`config.mk`:
```
export PLATFORM = sky130hd
export DESIGN_NAME = store_buffer_flat
export DESIGN_NICKNAME = d
export VERILOG_FILES = /design/src/rtl/arv_pkg.sv /design/src/rtl/store_buffer_if.sv /design/src/rtl/sb_fifo.sv /design/src/rtl/store_buffer.sv /design/src/flat_wrapper.sv
export SDC_FILE = /design/constraint.sdc
export NUM_CORES = 1
export LEC_CHECK = 0
export CORE_AREA = 2 2 136 138
export CTS_BUF_LIST = sky130_fd_sc_hd__clkbuf_8
export CTS_CLUSTER_DIAMETER = 50
export DETAILED_ROUTE_END_ITERATION = 12
export DIE_AREA = 0 0 138 140
export PLACE_DENSITY = 0.95
export REMOVE_ABC_BUFFERS = 1
export SLEW_MARGIN = 20
export SYNTH_ARGS = -nofsm -noshare
export SYNTH_HDL_FRONTEND = slang
export SYNTH_SLANG_ARGS = --single-unit
```
`constraint.sdc`:
```
create_clock -name clk -period 10 [get_ports clk]
set_input_delay 2 -clock clk [delete_from_list [all_inputs] [get_ports clk]]
set_output_delay 2 -clock clk [all_outputs]
set_load 0.03 [all_outputs]
```
`src/rtl/arv_pkg.sv`:
```
// arv_pkg: core-wide address/data widths and store buffer types.
// Shared by the store buffer, its FIFO and its interface.
package arv_pkg;

   localparam int PHY_ADDR_SIZE = 32;
   localparam int XLEN = 32;

   typedef struct packed {
      logic [PHY_ADDR_SIZE-1:0] addr;
      logic [XLEN-1:0]          data;
   } sb_entry_t;

   typedef enum logic {
      SB_IDLE,
      SB_WAIT_ACK
   } sb_state_e;

endpackage

```
`src/rtl/store_buffer_if.sv`:
```
// store_buffer_if: pipeline store port, memory write port,
// load forwarding lookup and status flags of the store buffer.
interface store_buffer_if;
   import arv_pkg::*;

   logic                     st_valid;
   logic                     st_ready;
   logic [PHY_ADDR_SIZE-1:0] st_addr;
   logic [XLEN-1:0]          st_data;
   logic                     wr_en;
   logic [PHY_ADDR_SIZE-1:0] wr_addr;
   logic [XLEN-1:0]          wr_data;
   logic                     wr_valid;
   logic [PHY_ADDR_SIZE-1:0] ld_addr;
   logic                     ld_hit;
   logic [XLEN-1:0]          ld_data;
   logic                     empty;
   logic                     err;

   modport master (
      output st_valid, st_addr, st_data, wr_valid, ld_addr,
      input  st_ready, wr_en, wr_addr, wr_data, ld_hit, ld_data,
      input  empty, err
   );

   modport slave (
      input  st_valid, st_addr, st_data, wr_valid, ld_addr,
      output st_ready, wr_en, wr_addr, wr_data, ld_hit, ld_data,
      output empty, err
   );

endinterface

```
`src/rtl/sb_fifo.sv`:
```
// sb_fifo: circular store FIFO with wrap-bit pointers.
// Exposes the raw entries when load forwarding is built in.
module sb_fifo
   import arv_pkg::*;
#(
   parameter int DEPTH = 4,
   localparam int AW = $clog2(DEPTH)
) (
   input  logic      clk,
   input  logic      rst_n,
   input  logic      push,
   input  sb_entry_t push_entry,
   input  logic      pop,
   output sb_entry_t head,
   output logic      full,
   output logic      empty,
   output logic [AW:0] count
`ifdef STORE_BUFFER_FWD_EN
   ,
   output sb_entry_t entries [DEPTH],
   output logic [AW-1:0] head_idx
`endif
);

   sb_entry_t   mem [DEPTH];
   logic [AW:0] wr_ptr;
   logic [AW:0] rd_ptr;
   logic        do_push;
   logic        do_pop;

   assign full  = (wr_ptr[AW] != rd_ptr[AW]) &&
                  (wr_ptr[AW-1:0] == rd_ptr[AW-1:0]);
   assign empty = (wr_ptr == rd_ptr);
   assign count = wr_ptr - rd_ptr;
   assign head  = mem[rd_ptr[AW-1:0]];

   assign do_push = push && !full;
   assign do_pop  = pop && !empty;

   always_ff @(posedge clk or negedge rst_n) begin
      if (!rst_n) begin
         wr_ptr <= '0;
         rd_ptr <= '0;
      end else begin
         if (do_push) wr_ptr <= wr_ptr + 1'b1;
         if (do_pop)  rd_ptr <= rd_ptr + 1'b1;
      end
   end

   // Payload storage needs no reset: only entries between the pointers are read.
   always_ff @(posedge clk) begin
      if (do_push) mem[wr_ptr[AW-1:0]] <= push_entry;
   end

`ifdef STORE_BUFFER_FWD_EN
   assign entries  = mem;
   assign head_idx = rd_ptr[AW-1:0];
`endif

endmodule

```
`src/rtl/store_buffer.sv`:
```
// store_buffer: in-order store drain with optional ack timeout.
// Define STORE_BUFFER_FWD_EN to build store-to-load forwarding.
module store_buffer
   import arv_pkg::*;
#(
   parameter int DEPTH = 4,
   parameter int ACK_TIMEOUT = 0
) (
   input logic           clk,
   input logic           rst_n,
   store_buffer_if.slave bus
);

   localparam int AW = $clog2(DEPTH);

   sb_state_e   state;
   sb_entry_t   st_entry;
   sb_entry_t   head;
   logic        full;
   logic        fifo_empty;
   logic [AW:0] count;
   logic        push;
   logic        pop;
   logic        last;
   logic        wr_en_q;

   assign st_entry = '{addr: bus.st_addr, data: bus.st_data};
   assign push     = bus.st_valid && !full;
   assign pop      = (state == SB_WAIT_ACK) && bus.wr_valid;
   assign last     = (count == (AW+1)'(1)) && !push;

`ifdef STORE_BUFFER_FWD_EN
   sb_entry_t   entries [DEPTH];
   logic [AW-1:0] head_idx;
`endif

   sb_fifo #(.DEPTH(DEPTH)) u_fifo (
      .clk        (clk),
      .rst_n      (rst_n),
      .push       (push),
      .push_entry (st_entry),
      .pop        (pop),
      .head       (head),
      .full       (full),
      .empty      (fifo_empty),
      .count      (count)
`ifdef STORE_BUFFER_FWD_EN
      ,
      .entries    (entries),
      .head_idx   (head_idx)
`endif
   );

   always_ff @(posedge clk or negedge rst_n) begin
      if (!rst_n) begin
         state   <= SB_IDLE;
         wr_en_q <= 1'b0;
      end else begin
         unique case (state)
            SB_IDLE: begin
               if (!fifo_empty) begin
                  state   <= SB_WAIT_ACK;
                  wr_en_q <= 1'b1;
               end
            end
            SB_WAIT_ACK: begin
               if (pop && last) begin
                  state   <= SB_IDLE;
                  wr_en_q <= 1'b0;
               end
            end
            default: begin
               state   <= SB_IDLE;
               wr_en_q <= 1'b0;
            end
         endcase
      end
   end

   assign bus.st_ready = !full;
   assign bus.wr_en    = wr_en_q;
   assign bus.wr_addr  = head.addr;
   assign bus.wr_data  = head.data;
   assign bus.empty    = fifo_empty && (state == SB_IDLE);

   generate
      if (ACK_TIMEOUT > 0) begin : g_tmo
         localparam int CW = $clog2(ACK_TIMEOUT + 1);
         logic [CW-1:0] cnt;
         logic          err_q;

         // Counter saturates at the limit; the write stays held after err.
         always_ff @(posedge clk or negedge rst_n) begin
            if (!rst_n) begin
               cnt   <= '0;
               err_q <= 1'b0;
            end else if (state != SB_WAIT_ACK || bus.wr_valid) begin
               cnt <= '0;
            end else if (cnt != CW'(ACK_TIMEOUT)) begin
               cnt <= cnt + 1'b1;
               if (cnt == CW'(ACK_TIMEOUT - 1)) err_q <= 1'b1;
            end
         end

         assign bus.err = err_q;
      end else begin : g_no_tmo
         assign bus.err = 1'b0;
      end
   endgenerate

`ifdef STORE_BUFFER_FWD_EN
   logic            fwd_hit;
   logic [XLEN-1:0] fwd_data;

   // Scan oldest to youngest so the youngest match overwrites earlier ones.
   always_comb begin
      fwd_hit  = 1'b0;
      fwd_data = '0;
      for (int i = 0; i < DEPTH; i++) begin
         if (((AW+1)'(i) < count) &&
             (entries[head_idx + AW'(i)].addr == bus.ld_addr)) begin
            fwd_hit  = 1'b1;
            fwd_data = entries[head_idx + AW'(i)].data;
         end
      end
   end

   assign bus.ld_hit  = fwd_hit;
   assign bus.ld_data = fwd_data;
`else
   assign bus.ld_hit  = 1'b0;
   assign bus.ld_data = '0;
`endif

endmodule

```
`src/flat_wrapper.sv`:
```
// flat-port wrapper written by rule: the top's interface ports become plain ports
module store_buffer_flat import arv_pkg::*;
#(
   parameter int DEPTH = 4,
   parameter int ACK_TIMEOUT = 0
)
  (clk, rst_n, bus_st_valid, bus_st_addr, bus_st_data, bus_wr_valid, bus_ld_addr, bus_st_ready, bus_wr_en, bus_wr_addr, bus_wr_data, bus_ld_hit, bus_ld_data, bus_empty, bus_err);
  store_buffer_if bus_i ();
  input logic clk;
  input logic rst_n;
  input wire logic [$bits(bus_i.st_valid)-1:0] bus_st_valid;
  input wire logic [$bits(bus_i.st_addr)-1:0] bus_st_addr;
  input wire logic [$bits(bus_i.st_data)-1:0] bus_st_data;
  input wire logic [$bits(bus_i.wr_valid)-1:0] bus_wr_valid;
  input wire logic [$bits(bus_i.ld_addr)-1:0] bus_ld_addr;
  output wire logic [$bits(bus_i.st_ready)-1:0] bus_st_ready;
  output wire logic [$bits(bus_i.wr_en)-1:0] bus_wr_en;
  output wire logic [$bits(bus_i.wr_addr)-1:0] bus_wr_addr;
  output wire logic [$bits(bus_i.wr_data)-1:0] bus_wr_data;
  output wire logic [$bits(bus_i.ld_hit)-1:0] bus_ld_hit;
  output wire logic [$bits(bus_i.ld_data)-1:0] bus_ld_data;
  output wire logic [$bits(bus_i.empty)-1:0] bus_empty;
  output wire logic [$bits(bus_i.err)-1:0] bus_err;
  assign bus_i.st_valid = bus_st_valid;
  assign bus_i.st_addr = bus_st_addr;
  assign bus_i.st_data = bus_st_data;
  assign bus_i.wr_valid = bus_wr_valid;
  assign bus_i.ld_addr = bus_ld_addr;
  assign bus_st_ready = bus_i.st_ready;
  assign bus_wr_en = bus_i.wr_en;
  assign bus_wr_addr = bus_i.wr_addr;
  assign bus_wr_data = bus_i.wr_data;
  assign bus_ld_hit = bus_i.ld_hit;
  assign bus_ld_data = bus_i.ld_data;
  assign bus_empty = bus_i.empty;
  assign bus_err = bus_i.err;
  store_buffer #(.DEPTH(DEPTH), .ACK_TIMEOUT(ACK_TIMEOUT)) u_core (.clk(clk), .rst_n(rst_n), .bus(bus_i));
endmodule
```
==> results.sh <==
export IMPL_synth_edf_count=256
export IMPL_crit_start="u_core.u_fifo.rd_ptr[0]"
export IMPL_antenna_found_initial=0
export IMPL_worst_pin_slew_ns=1.051
export IMPL_grt_util_met1_pct=23.01
export IMPL_stdcell_count=834
export IMPL_tns_ns=0
export IMPL_dp_cells=764
export IMPL_core_area_um2=17780
export IMPL_cts_setup_buffers=0
export IMPL_pwr_share_comb_pct=38.0
export IMPL_post_route_period_util_pct=53.14
export IMPL_slew_viol_final=0
export IMPL_preCtsSetupSlack_ns=5.112
export IMPL_crit_fanout=39
export IMPL_grt_pass1_vias=5118
export IMPL_peakVddDrop_mv=0.2358
export IMPL_cts_resized=0
export IMPL_min_path_cells=1
export IMPL_cts_hold_fix_buffers=0
export IMPL_synthArstFlopShare_pct=3.030
export IMPL_grt_pass1_wl_um=27300
export IMPL_cts_root_buf="clkbuf_8"
export IMPL_relSlewSlack_pct=29.92
export IMPL_grt_use_total_pct=18.33
export IMPL_netlist_area_um2=10010
export IMPL_tritoncts="built"
export IMPL_rr_endpoint="u_core.u_fifo.mem[2][36]"
export IMPL_cts_sinks=264
export IMPL_dieArea_um2=19320
export IMPL_yosysSeqAreaShare_pct=78.77
export IMPL_dr_pass1_iters=4
export IMPL_vias_per_cell=5.530
export IMPL_holdPathEnd="u_core.u_fifo.wr_ptr[2]"
export IMPL_wl_per_cell_um=20.82
export IMPL_fin_area_um2=12140
export IMPL_hold_path_class="reg -> reg"
export IMPL_grt_overflow=0
export IMPL_setup_ws_ns=4.686
export IMPL_p_leak_nw=4.028
export IMPL_power_density_nw_per_um2=321.0
export IMPL_worst_clock_skew_ns=0.009102
export IMPL_syn_inst=415
export IMPL_total_power_w=0.003897
export IMPL_clk_pin_slew_worst_paths_ns=0.05
export IMPL_critPathLaunchType="register"
export IMPL_rsz0062_at_grt="no"
export IMPL_yosysWarnings=0
export IMPL_status="completed"
export IMPL_place_gp_congestion=0.7873
export IMPL_reg2reg_depth=5
export IMPL_grt_max_degree=69
export IMPL_num_vias=4612
export IMPL_reg2reg_slack_ns=6.82
export IMPL_drc=0
export IMPL_synth_seq_cells=264
export IMPL_timing_hold_violations_final=0
export IMPL_boundaryPins=201
export IMPL_wl_um=17370
export IMPL_fill_cells=1081
export IMPL_internal_power_w=0.002550
export IMPL_antenna_left=0
export IMPL_cts_path_max_buffers=3
export IMPL_chipHeight_um=140
export IMPL_path_cells="buf_4 -> mux4_2 -> clkdlybuf4s50_1"
export IMPL_met3_usage_pct=4.650
export IMPL_layout_min_cycle_time_ns=5.314
export IMPL_drv_cap=0
export IMPL_p_sw_share_pct=34.58
export IMPL_clock_latency_ns=0.51
export IMPL_diodes=0
export IMPL_die_w_um=138
export IMPL_initial_utilization_pct=56.32
export IMPL_max_stage_delay_ns=0.79
export IMPL_worstSetupEndpointType="output pin"
export IMPL_rows=49
export IMPL_busiest_layer="met2"
export IMPL_timing_rr_start="u_core.u_fifo.rd_ptr[1]"
export IMPL_layout_nets=687
export IMPL_synthDistinctLibCells=27
export IMPL_placement_io_buffers=134
export IMPL_worst_path_max_delay_cell="dfrtp_4"
export IMPL_worst_ep_required_time_ns=8.00
export IMPL_min_delay_start="u_core.u_fifo.wr_ptr[2]"
export IMPL_clockPowerShare_pct=19.5
export IMPL_drt_iter0_drc=282
export IMPL_setup_viol_count_final=0
export IMPL_synth_ff_type="edfxtp_1"
export IMPL_syn_to_final_growth_pct=21.25
export IMPL_drive_above_1_share_pct=20.17
export IMPL_place_area_um2=11440
export IMPL_cts_buffers=41
export IMPL_max_clock_freq_ghz=0.1882
export IMPL_crit_type="reg -> out"
export IMPL_switchingPower_w=0.001348
export IMPL_pwr_share_seq_pct=42.5
export IMPL_arrival_ns=3.31
export IMPL_dp_final_hpwl_um=9859
export IMPL_cts_htree_levels=2
export IMPL_grt_util_met2_pct=31.40
export IMPL_syn_avg_cell_area_um2=24.13
==> cells in the mapped netlist, types with 2 or more instances <==
master | number | area share (%)
ha_1 | 7 | 0.87
clkbuf_1 | 2 | 0.075
dfrtp_1 | 8 | 2.0
nor2_1 | 2 | 0.075
edfxtp_1 | 256 | 77
mux4_2 | 64 | 14
xor2_1 | 2 | 0.17
xnor2_1 | 5 | 0.44
buf_4 | 35 | 2.6
buf_2 | 6 | 0.30
buf_6 | 5 | 0.56
inv_1 | 5 | 0.19
nand3_1 | 2 | 0.10
and2_1 | 3 | 0.19
==> stage by stage <==
step / hold WS [ns] / util (%)
floorplan: 0.4977 / -
global placement: 0.5135 / 64.34
detailed placement: 0.5318 / 64.34
CTS: 0.5394 / 68.18
global route: 0.5772 / 68.29
finish: 0.5387 / 68.29
==> kinds of logic (layout without fill, tap and decap cells) <==
| group | count (synthesis) | in the layout | synth area share (%) |
|---|---|---|---|
| and+or+nand+nor | 9 | 9 | 0.4624 |
| other | 1 | 34 | 0.03745 |
| adders and majority gates | 8 | 8 | 1.075 |
| DFF | 264 | 264 | 78.77 |
| xor gates and xnor gates | 7 | 7 | 0.6123 |
| muxes | 66 | 66 | 14.66 |
| buffers and inverters | 53 | 210 | 3.749 |
| AOI/OAI and AO/OA | 7 | 7 | 0.6373 |
==> power by group through the flow <==
| stage | clock network (W) | registers (W) | logic (W) |
|---|---|---|---|
| 2_1_floorplan | 0 | 0.00167 | 0.000935 |
| 3_3_place_gp | 0 | 0.00166 | 0.00146 |
| 3_5_place_dp | 0 | 0.00169 | 0.00149 |
| 4_1_cts | 0.000780 | 0.00167 | 0.00150 |
| 5_1_grt | 0.000830 | 0.00168 | 0.00156 |
| 6_report | 0.000759 | 0.00166 | 0.00148 |
==> worst max path at each step <==
stage                      end  slack (ns)
6_report       bus_wr_addr[31]        4.69
3_5_place_dp   bus_wr_data[18]        5.11
4_1_cts        bus_wr_data[25]        4.55
2_1_floorplan        bus_empty        4.50
5_1_grt        bus_wr_data[31]        4.42
3_3_place_gp   bus_wr_data[25]        5.14
==> area by class of cell <==
class	instances	area, µm²	share of cell area [%]
Clock buffer	41	564.3	4.648
Clock inverter	28	118.9	0.9790
Inverter	5	18.77	0.1546
Multi-Input combinational cell	131	1889	15.56
Sequential cell	264	7895	65.02
Tap cell	229	286.5	2.360
Timing Repair Buffer	136	1369	11.27
==> layer usage <==
layer	share of wire [%]	vias to the layer above	wire length (µm)
met2	52	197	9012
met1	40	2382	6866
met3	6.0	43	1047
li1	-	1990	-
met5	0	-	0
met4	2.5	0	438
==> registers in the layout (all words and copies together) (netlist names) <==
signal	count
u_core.u_fifo.wr_ptr	3
u_core.state	1
u_core.u_fifo.mem	256
u_core.u_fifo.rd_ptr	3
u_core.bus.wr_en	1
==> critical path: cells and delay by family, from the launching register on <==
| family | cells | cell delay, ns |
|---|---|---|
| DFF | 1 | 0.79 |
| buffers and inverters | 2 | 1.38 |
| muxes | 1 | 0.59 |
==> layout by cell type, fill, tap and decap left out, types with 2 or more instances in the layout <==
cell	instances
clkdlybuf4s50_1	134
dfrtp_4	2
clkinv_2	4
clkbuf_8	41
ha_1	7
xnor2_1	5
dfrtp_1	6
edfxtp_1	256
mux4_2	64
inv_1	12
clkinv_1	15
nand3_1	2
nor2_1	2
and2_4	3
conb_1	34
xor2_1	2
Note: power is estimated with default switching activity, not from simulation.
==> edit 1, RTL diff (same settings) <==
Reset style: synchronous (`rst_n`), changed in 3 clocked blocks.
--- a/src/rtl/sb_fifo.sv
+++ b/src/rtl/sb_fifo.sv
@@ -37,7 +37,7 @@
    assign do_push = push && !full;
    assign do_pop  = pop && !empty;
 
-   always_ff @(posedge clk or negedge rst_n) begin
+   always_ff @(posedge clk) begin
       if (!rst_n) begin
          wr_ptr <= '0;
          rd_ptr <= '0;
--- a/src/rtl/store_buffer.sv
+++ b/src/rtl/store_buffer.sv
@@ -51,7 +51,7 @@
 `endif
    );
 
-   always_ff @(posedge clk or negedge rst_n) begin
+   always_ff @(posedge clk) begin
       if (!rst_n) begin
          state   <= SB_IDLE;
          wr_en_q <= 1'b0;
@@ -90,7 +90,7 @@
          logic          err_q;
 
          // Counter saturates at the limit; the write stays held after err.
-         always_ff @(posedge clk or negedge rst_n) begin
+         always_ff @(posedge clk) begin
             if (!rst_n) begin
                cnt   <= '0;
                err_q <= 1'b0;
Behaviour: differs if rst_n is asserted again (counterexample within 4 cycles, from zero or initial values and one cycle with rst_n low); with rst_n held inactive, the same outputs for 4 cycles.
==> edit 1 against the unedited design <==
Worst setup slack better by 0.072 ns. Worst hold slack worse by 0.0063 ns. Wire length up 5.0%. Cell area up 2.0%. Die area unchanged. Sequential cell count up 2. Area after synthesis up 1.0%. Critical endpoint is now bus_wr_addr[19]. Largest cell class unchanged.
Power is not compared: it rests on default switching activity, and its combinational part moved more than twofold at a synthesized area within 25%.
==> edit 1: results (changes against the unedited design) <==
stage;metric;value;unit;change
hold_path;Hold Path Depth;2;;was 1
global_routing;first-pass GRT wire length;28200;um;was 27,300 um
layout;Seq area share;0.638;;was 0.650
route;final WL;18200;um;was 17,400 um
logic_synthesis;mux contribution to synthesized area;0.148;;was 0.147
hold_path;Hold EP;u_core.u_fifo.wr_ptr[1];;was u_core.u_fifo.wr_ptr[2]
global_routing;number of global-route vias before repair;5123;;was 5,118
route;met3 WL;1070;um;was 1050 um
global_routing;GR Util met1;0.227;;was 0.230
worst_setup_path;beginning of the worst register-to-register path;u_core.u_fifo.wr_ptr[0];;was u_core.u_fifo.rd_ptr[1]
hold_path;hold_sp;u_core.u_fifo.wr_ptr[1];;was u_core.u_fifo.wr_ptr[2]
logic_synthesis;cells after synthesis;435;;was 415
route;number of vias per cell;5.51;;was 5.53
place;pre-CTS WS;5.16;ns;was 5.11 ns
sta;Hold WS;0.532;ns;was 0.539 ns
sta;clk_skew;0.0272;ns;was 0.00910 ns
layout;Layout non-clock buf frac;0.109;;was 0.113
logic_synthesis;most common library cells after synthesis;edfxtp_1, mux4_2, buf_4;;unchanged
logic_synthesis;post-synthesis xor/xnor area fraction;0.00396;;was 0.00612
global_routing;largest net degree at the start of global routing;65;;was 69
run_status;status;finished clean;;unchanged
layout;fin cells;858;;was 834
worst_setup_path;Worst Path Max Fanout;35;;was 39
layout;nets@finish;706;;was 687
global_routing;GR Util met2;0.333;;was 0.314
layout;clock network area share;0.0672;;was 0.0563
-- edit 1: worst max-delay path: stages, from the launching register on --
cell and delay, ns:
dfxtp_4 0.75, buf_4 0.69, mux4_2 0.60, clkdlybuf4s50_1 0.64
-- edit 1: cell families after synthesis --
group	count (synthesis)
flops	266
compound gates	10
mux	70
other cells	1
fa+ha+maj	8
buf+inv	54
simple gates	24
xor+xnor	2
-- edit 1: how the worst max path moves through the flow --
stage               startpoint              end  slack (ns)  cells past startpoint
finish                    flop  bus_wr_addr[19]        4.76                      3
global route              flop  bus_wr_addr[19]        4.48                      3
CTS                       flop  bus_wr_addr[19]        4.60                      3
detailed placement        flop  bus_wr_data[20]        5.16                      3
global placement          flop   bus_wr_data[5]        5.20                      3
floorplan                 flop   bus_wr_addr[0]        4.51                      1
-- edit 1: where the power goes --
| group | total, W | internal, W | switching, W |
|---|---|---|---|
| Clock | 0.000890 | 0.000505 | 0.000385 |
| Combinational | 0.000277 | 0.000119 | 0.000158 |
| Sequential | 0.00130 | 0.00128 | 0.0000187 |
==> edit 2, RTL diff (same flow settings) <==
Without the edit above. Set the package constant `XLEN` to 16 (it was 32).
--- a/src/rtl/arv_pkg.sv
+++ b/src/rtl/arv_pkg.sv
@@ -3,7 +3,7 @@
 package arv_pkg;
 
    localparam int PHY_ADDR_SIZE = 32;
-   localparam int XLEN = 32;
+   localparam int XLEN = 16;
 
    typedef struct packed {
       logic [PHY_ADDR_SIZE-1:0] addr;
Interface: changed (resized bus_ld_data, bus_st_data and bus_wr_data); port bits go from 201 to 153. The function was not compared with the original's and may differ.
==> edit 2 against the unedited design <==
Cell area is 24% lower. Count of clock-buffer cells in the layout is 24 lower. Wire length decreased by 24%. Worst setup slack better by 0.50 ns. Area after synthesis shrank 24%. Non-clock buffer count shrank 29. Sequential cell count shrank 64. First-iteration DRC count fell by 33%. Clock power decreased by 34%. Register-to-register slack worse by 0.03 ns. Clock skew up 0.0037 ns. Sequential power down 27%. Power is 26% lower. Global-route usage fell by 4.0 points. Critical path type unchanged.
==> edit 2: results (changes against the unedited design) <==
stage;metric;value;unit;change
hold_path;Hold EP;u_core.u_fifo.rd_ptr[2];;was u_core.u_fifo.wr_ptr[2]
logic_synthesis;cells after synthesis;317;;was 415
route;routed vias;3462;;was 4,612
worst_setup_path;CP Data Arrival Time;2.82;ns;was 3.31 ns
clock_network;H-tree lvl count;4;;was 2
sta;Hold WS;0.559;ns;was 0.539 ns
clock_network;CTS Buf Count;17;;was 41
logic_synthesis;Yosys top cell area share;0.758;;was 0.768
global_routing;initial antenna violation count;1;;was 0
route;uppermost layer routed;met5;;was met4
layout;nets@finish;522;;was 687
pwr;VDD IR max;0.231;mV;was 0.236 mV
logic_synthesis;post-synthesis xor/xnor area fraction;0.00806;;was 0.00612
worst_setup_path;Worst R2R Setup Slack;6.79;ns;was 6.82 ns
place;post-DP HPWL;7970;um;was 9860 um
layout;layout cells sized above 1;0.203;;was 0.202
clock_network;Skew-Pair Late Insertion Delay;0.45;ns;was 0.51 ns
logic_synthesis;top cells by area, synth;edfxtp_1, mux4_2, dfrtp_1;;was edfxtp_1, mux4_2, buf_4
pwr;Switching Fraction;0.352;;was 0.346
place;pre-CTS WS;5.57;ns;was 5.11 ns
logic_synthesis;ys async rst share;0.0400;;was 0.0303
worst_setup_path;Worst Path Max Fanout;52;;was 39
route;M1 WL;5580;um;was 6870 um
logic_synthesis;post-synthesis compound-gate area fraction;0.00839;;was 0.00637
global_routing;GR Util met2;0.244;;was 0.314
clock_network;Clk pin slew, worst setup/hold paths;0.10;ns;was 0.05 ns
logic_synthesis;sequential area share after synthesis;0.784;;was 0.788
run_status;status;finished clean;;unchanged
logic_synthesis;most common library cells after synthesis;edfxtp_1, mux4_2, buf_4;;unchanged
route;met3 WL;685;um;was 1050 um
global_routing;number of global-route vias before repair;3859;;was 5,118
logic_synthesis;Post-synth EDFFs;192;;was 256
place;placed cells;639;;was 764
place;routability congestion estimate;0.695;;was 0.787
sta;clk_skew;0.0128;ns;was 0.00910 ns
global_routing;first-pass GRT wire length;21000;um;was 27,300 um
route;drt first-iter violations;190;;was 282
edit 2: changes by cell type after synthesis:
cell / delta
buf_12: +2
buf_2: -3
buf_4: -15
buf_6: -4
clkbuf_1: +2
edfxtp_1: -64
mux4_2: -16
edit 2: power groups by stage:
| stage | Sequential, W | Combinational [W] | Clock, W |
|---|---|---|---|
| 3_5_place_dp | 0.00127 | 0.00116 | 0 |
| 6_report | 0.00121 | 0.00118 | 0.000504 |
| 5_1_grt | 0.00124 | 0.00125 | 0.000548 |
| 4_1_cts | 0.00125 | 0.00116 | 0.000518 |
| 3_3_place_gp | 0.00125 | 0.00114 | 0 |
| 2_1_floorplan | 0.00126 | 0.000717 | 0 |
edit 2: worst max-delay path by stage:
stage | start | to | slack, ns | cells after the start
after global routing | u_core.u_fifo.rd_ptr[1] | bus_empty | 4.96 | 6
after global placement | u_core.u_fifo.rd_ptr[0] | bus_wr_addr[12] | 5.59 | 2
after detailed placement | u_core.u_fifo.rd_ptr[0] | bus_wr_data[6] | 5.57 | 2
final | u_core.u_fifo.rd_ptr[1] | bus_empty | 5.18 | 6
after CTS | u_core.u_fifo.rd_ptr[0] | bus_wr_addr[27] | 5.05 | 2
after floorplan | u_core.u_fifo.rd_ptr[0] | bus_empty | 5.09 | 3
edit 2: cell families after synthesis:
family                     after synthesis
DFF                                    200
muxes                                   50
buffers and inverters                   35
and+or+nand+nor                          9
adders and majority gates                8
AOI/OAI and AO/OA                        7
xor gates and xnor gates                 7
other                                    1
edit 2: final cells by class:
class	instances	area, um^2
repair buffers	107	1070
inverters	5	18.8
clock inverters	15	153
fillers	1368	8580
well taps	229	287
multi-input cells	99	1470
flip-flops and latches	200	5970
clock buffers	17	234
